===== src/rtl/adc_capture_ctrl.sv =====
// Capture sequencer: discards settling words after arm, then forwards a fixed-length
// framed burst through a one-deep output register. The ADC cannot stall, so backpressure drops words.
module adc_capture_ctrl #(
  parameter int SAMP_PER_CLK = 2,
  parameter int CNT_W        = 16,
  parameter int SAMP_W       = 16
) (
  input  logic                               clk,
  input  logic                               rst,
  input  logic                               arm,
  input  logic                               abort,
  input  logic [CNT_W-1:0]                   skip_words,
  input  logic [CNT_W-1:0]                   capture_words,
  input  logic [2*SAMP_W*SAMP_PER_CLK-1:0]   s_axis_tdata,
  input  logic                               s_axis_tvalid,
  output logic                               s_axis_tready,
  output logic [2*SAMP_W*SAMP_PER_CLK-1:0]   m_axis_tdata,
  output logic                               m_axis_tvalid,
  input  logic                               m_axis_tready,
  output logic                               m_axis_tuser,
  output logic                               m_axis_tlast,
  output logic                               busy,
  output logic                               done,
  output logic                               overflow,
  output logic [CNT_W-1:0]                   words_captured
);

  typedef enum logic [1:0] {
    IDLE,
    SKIP,
    CAPTURE,
    DONE
  } state_t;

  state_t           state;
  state_t           state_next;
  logic [CNT_W-1:0] skip_len;
  logic [CNT_W-1:0] cap_len;
  logic [CNT_W-1:0] skip_cnt;
  logic [CNT_W-1:0] load_cnt;
  logic             arm_ok;
  logic             load;
  logic             drop;
  logic             hs;
  logic             room;

  assign s_axis_tready = 1'b1;
  assign hs            = m_axis_tvalid & m_axis_tready;
  assign room          = load_cnt < cap_len;

  always_ff @(posedge clk) begin
    if (rst) begin
      state <= IDLE;
    end else begin
      state <= state_next;
    end
  end

  // Abort takes priority over arm and suppresses any load or drop in its cycle.
  always_comb begin
    state_next = state;
    arm_ok     = 1'b0;
    load       = 1'b0;
    drop       = 1'b0;
    unique case (state)
      IDLE, DONE: begin
        if (arm && !abort) begin
          arm_ok = 1'b1;
          if (capture_words == '0) begin
            state_next = DONE;
          end else if (skip_words == '0) begin
            state_next = CAPTURE;
          end else begin
            state_next = SKIP;
          end
        end
      end
      SKIP: begin
        if (s_axis_tvalid && ((skip_cnt + CNT_W'(1)) == skip_len)) begin
          state_next = CAPTURE;
        end
      end
      CAPTURE: begin
        if (!abort && s_axis_tvalid && room) begin
          if (!m_axis_tvalid || m_axis_tready) begin
            load = 1'b1;
          end else begin
            drop = 1'b1;
          end
        end
        if (hs && m_axis_tlast) begin
          state_next = DONE;
        end
      end
      default: state_next = IDLE;
    endcase
    if (abort) begin
      state_next = IDLE;
    end
  end

  always_ff @(posedge clk) begin
    if (rst) begin
      skip_len       <= '0;
      cap_len        <= '0;
      skip_cnt       <= '0;
      load_cnt       <= '0;
      overflow       <= 1'b0;
      words_captured <= '0;
      m_axis_tdata   <= '0;
      m_axis_tvalid  <= 1'b0;
      m_axis_tuser   <= 1'b0;
      m_axis_tlast   <= 1'b0;
      busy           <= 1'b0;
      done           <= 1'b0;
    end else begin
      if (arm_ok) begin
        skip_len       <= skip_words;
        cap_len        <= capture_words;
        skip_cnt       <= '0;
        load_cnt       <= '0;
        overflow       <= 1'b0;
        words_captured <= '0;
      end
      if (state == SKIP && s_axis_tvalid) begin
        skip_cnt <= skip_cnt + CNT_W'(1);
      end
      if (drop) begin
        overflow <= 1'b1;
      end
      // A handshake on the bus counts even if abort lands in the same cycle.
      if (hs) begin
        words_captured <= words_captured + CNT_W'(1);
      end
      if (load) begin
        m_axis_tdata <= s_axis_tdata;
        m_axis_tuser <= (load_cnt == '0);
        m_axis_tlast <= (load_cnt == (cap_len - CNT_W'(1)));
        load_cnt     <= load_cnt + CNT_W'(1);
      end else if (abort || hs) begin
        m_axis_tuser <= 1'b0;
        m_axis_tlast <= 1'b0;
      end
      if (abort) begin
        m_axis_tvalid <= 1'b0;
      end else if (load) begin
        m_axis_tvalid <= 1'b1;
      end else if (hs) begin
        m_axis_tvalid <= 1'b0;
      end
      busy <= (state_next == SKIP) || (state_next == CAPTURE);
      done <= (state_next == DONE);
    end
  end

endmodule


===== config.mk =====
export PLATFORM = sky130hd
export DESIGN_NAME = adc_capture_ctrl
export DESIGN_NICKNAME = d
export VERILOG_FILES = /design/src/rtl/adc_capture_ctrl.sv
export SDC_FILE = /design/constraint.sdc
export NUM_CORES = 1
export LEC_CHECK = 0
export CORE_ASPECT_RATIO = 1.4
export CORE_MARGIN = 8
export CORE_UTILIZATION = 30
export CTS_BUF_LIST = sky130_fd_sc_hd__clkbuf_4
export DETAILED_ROUTE_END_ITERATION = 7
export DONT_BUFFER_PORTS = 1
export SETUP_SLACK_MARGIN = 0.15
export SLEW_MARGIN = 20
export SYNTH_ARGS = -nofsm -noshare
export SYNTH_HDL_FRONTEND = slang
export SYNTH_SLANG_ARGS = --single-unit

===== constraint.sdc =====
create_clock -name clk -period 5.2 [get_ports clk]
set_input_delay 1.04 -clock clk [delete_from_list [all_inputs] [get_ports clk]]
set_output_delay 1.04 -clock clk [all_outputs]
set_load 0.05 [all_outputs]

==> flow_summary.ini <==
[worst_setup_path]
end_kind = flip-flop
crit_arrival_ns = 3.77
critPathMaxFanout = 39
critPathKind = reg -> reg
cp-start-kind = flip-flop
required_ns = 5.71

[synth]
ys.flop_type = dfxtp_1
avgSynthCellArea_um2 = 7.58
yosysMostFrequentCell = nand2_1
yosys.area.top_type = dfxtp_1
synth-seq-area-share_pct = 40.3
synthTopCellsByArea = dfxtp_1 40%, nand2_1 12%, a21oi_1 9.5%, ha_1 4.1%, xnor2_1 3.5%
synth-async-reset-ratio_pct = 0
synth-warning-count = 0
synth_edf_count = 0
synth_area_um2 = 7550
synth.top_cell.area_share_pct = 40.3
synth_commonest_cells = 247 x nand2_1, 152 x dfxtp_1, 144 x a21oi_1
syn_inst = 996
synth_cell_types = 65
synth_fp_nets = 1123
synth_seq_cells = 152

[timing]
clock.fmax_mhz = 306
finalSetupTns_ns = 0
finalHoldViolations = 0
fin_worst_skew_ns = 0.0214
rsz0062_at_grt = false
setup_viol = 0
period_share_pct = 62.8
final_max_slew_viol_count = 0
worst_pin_slew_ns = 0.821
max_slew_margin_pct = 44.5
finalCriticalPeriod_ns = 3.27

[place]
place_inst = 1250
post-dp-hpwl_um = 16500
gp_congestion = 0.839
io_buffers = 0

[detailed_routing]
first_pass_iters = 4
vias = 6711
antenna_left = 0
vias_per_cell = 5.23
drc = 0
drt_iter0_drc = 393
avgRoutedWirePerCell_um = 17.6
finalWirelength_um = 22600

[worst_hold_path]
hold_class = reg -> reg

[clock_tree]
cts_buffers = 17
cts_resized = 0
cts_max_path_buffers = 2
clk_pin_slew_ns = 0.13
numClockSinks = 152
cts_setup_buffers = 0
htree_levels = 4
clock_latency_ns = 0.58
cts_tree = done
cts_hold_buffers = 0
cts-root-buf = clkbuf_4

[power]
seqPwrFrac_pct = 52.4
leakage_uw = 0.00266
switchingPower_uw = 704
power_frac_clock_pct = 37.8
irDropWorstVdd_v = 0.000162
powerDensity_nw_per_um2 = 295
combPwrFrac_pct = 9.8
p_int_uw = 1680
sw_frac_of_total_pct = 29.5

[layout]
finalNonFillerCells = 1284
num-fill-cells = 2658
synthToLayoutAreaGrowth_pct = 7.12
fin_nets = 1082
drive_gt1_share_pct = 5.48

[run]
max-cap-violations = 0

[global_route]
grt_pass1_vias = 6510
grt_usage_pct = 14.6
grt.overflow.total = 0
grt_pass1_wl_um = 35400
antenna_found_initial = 1
grt_max_degree = 142

[die]
coreArea_um2 = 24700
std_cell_rows = 68
dieHeight_um = 204
initial_core_util_pct = 30.6
die_width_um = 150
dieArea_um2 = 30600
ios = 189

[status]
status = finished clean
==> final timing paths <==
path / from / end / slack, ns / depth (start not counted)
max: cap_len[5] / m_axis_tuser / 1.93 / 9
min: skip_len[3] / skip_len[3] / 0.48 / 2
max reg2reg: cap_len[5] / m_axis_tuser / 1.93 / 9
min reg2reg: skip_len[3] / skip_len[3] / 0.48 / 2
==> cell type report <==
| class | instances | area (um2) | area share [%] |
|---|---|---|---|
| diodes | 1 | 2.50 | 0.0309 |
| clock buffers | 17 | 128 | 1.58 |
| clock inverters | 15 | 223 | 2.75 |
| inverters | 26 | 97.6 | 1.21 |
| multi-input cells | 753 | 4170 | 51.5 |
| flip-flops and latches | 152 | 3040 | 37.6 |
| well taps | 315 | 394 | 4.87 |
| repair buffers | 5 | 37.5 | 0.464 |
==> layer usage <==
layer / track usage, % / up-vias / share of wire, %
li1: - / 3368 / -
met1: 15.0 / 3161 / 38
met2: 26.8 / 152 / 53
met3: 4.33 / 30 / 6.6
met4: 6.12 / 0 / 2.4
met5: 0 / - / 0
==> cells by family (layout without fill, tap and decap cells) <==
logic type	Yosys count	count (layout)	share of synthesized area [%]
multiplexers	6	6	0.845
flip-flops	152	152	40.3
buffers and inverters	91	63	4.75
XOR/XNOR	45	45	5.22
other	1	2	0.0497
AND/OR/NAND/NOR	441	441	26.7
AO/OA/AOI/OAI	235	235	18.0
adder cells (fa/ha/maj)	25	25	4.14
==> power groups by stage <==
stage,Sequential (uW),Combinational [uW],Clock [uW]
final,1250,234,902
after global routing,1250,261,982
after CTS,1250,235,937
after detailed placement,1280,234,0
after global placement,1280,232,0
after floorplan,1260,200,0
==> sequential cells by signal (all words and copies together) (netlist names), 2 cells and up <==
| signal | cells |
|---|---|
| m_axis_tdata | 64 |
| state | 2 |
| skip_len | 16 |
| load_cnt | 16 |
| words_captured | 16 |
| skip_cnt | 16 |
| cap_len | 16 |
==> layout by cell type (no fill, tap or decap), drive strengths merged, types with 4 or more instances in the layout <==
cell type / synthesis / final
ha: 25 / 25
nor4: 24 / 24
nand3: 27 / 27
o21ai: 30 / 30
nor3: 22 / 22
bufinv: 0 / 4
o21a: 4 / 4
inv: 26 / 35
buf: 15 / 5
and2: 6 / 6
xnor2: 30 / 30
and3: 8 / 8
a21oi: 144 / 144
xor2: 15 / 15
or2: 5 / 5
a41oi: 4 / 4
dfxtp: 152 / 152
o211ai: 5 / 5
a211oi: 4 / 4
or3: 6 / 6
a31oi: 15 / 15
nand4: 15 / 15
nand2b: 9 / 9
nor2: 48 / 48
nor2b: 10 / 10
clkbuf: 50 / 17
nand2: 247 / 247
==> through the flow <==
step	total power (uW)	area [um2]	hold WS, ns	worst slack, ns	utilization (%)
after global placement	1510	7730	0.457	1.99	31.3
final	2380	8090	0.482	1.93	32.8
after floorplan	1460	7550	0.448	2.32	-
after CTS	2420	8080	0.450	1.91	32.7
after detailed placement	1510	7730	0.463	1.96	31.3
after global routing	2500	8090	0.434	1.66	32.8
==> critical path, cell delays in order (launching register included) <==
cell,delay [ns]
dfxtp_1,0.53
inv_1,0.15
ha_1,0.32
o21a_1,0.12
o211ai_1,0.08
a211oi_1,0.59
or3_2,0.61
buf_4,0.48
nand4b_1,0.15
a21oi_1,0.17
No activity file was read; power rests on OpenSTA's default activity.
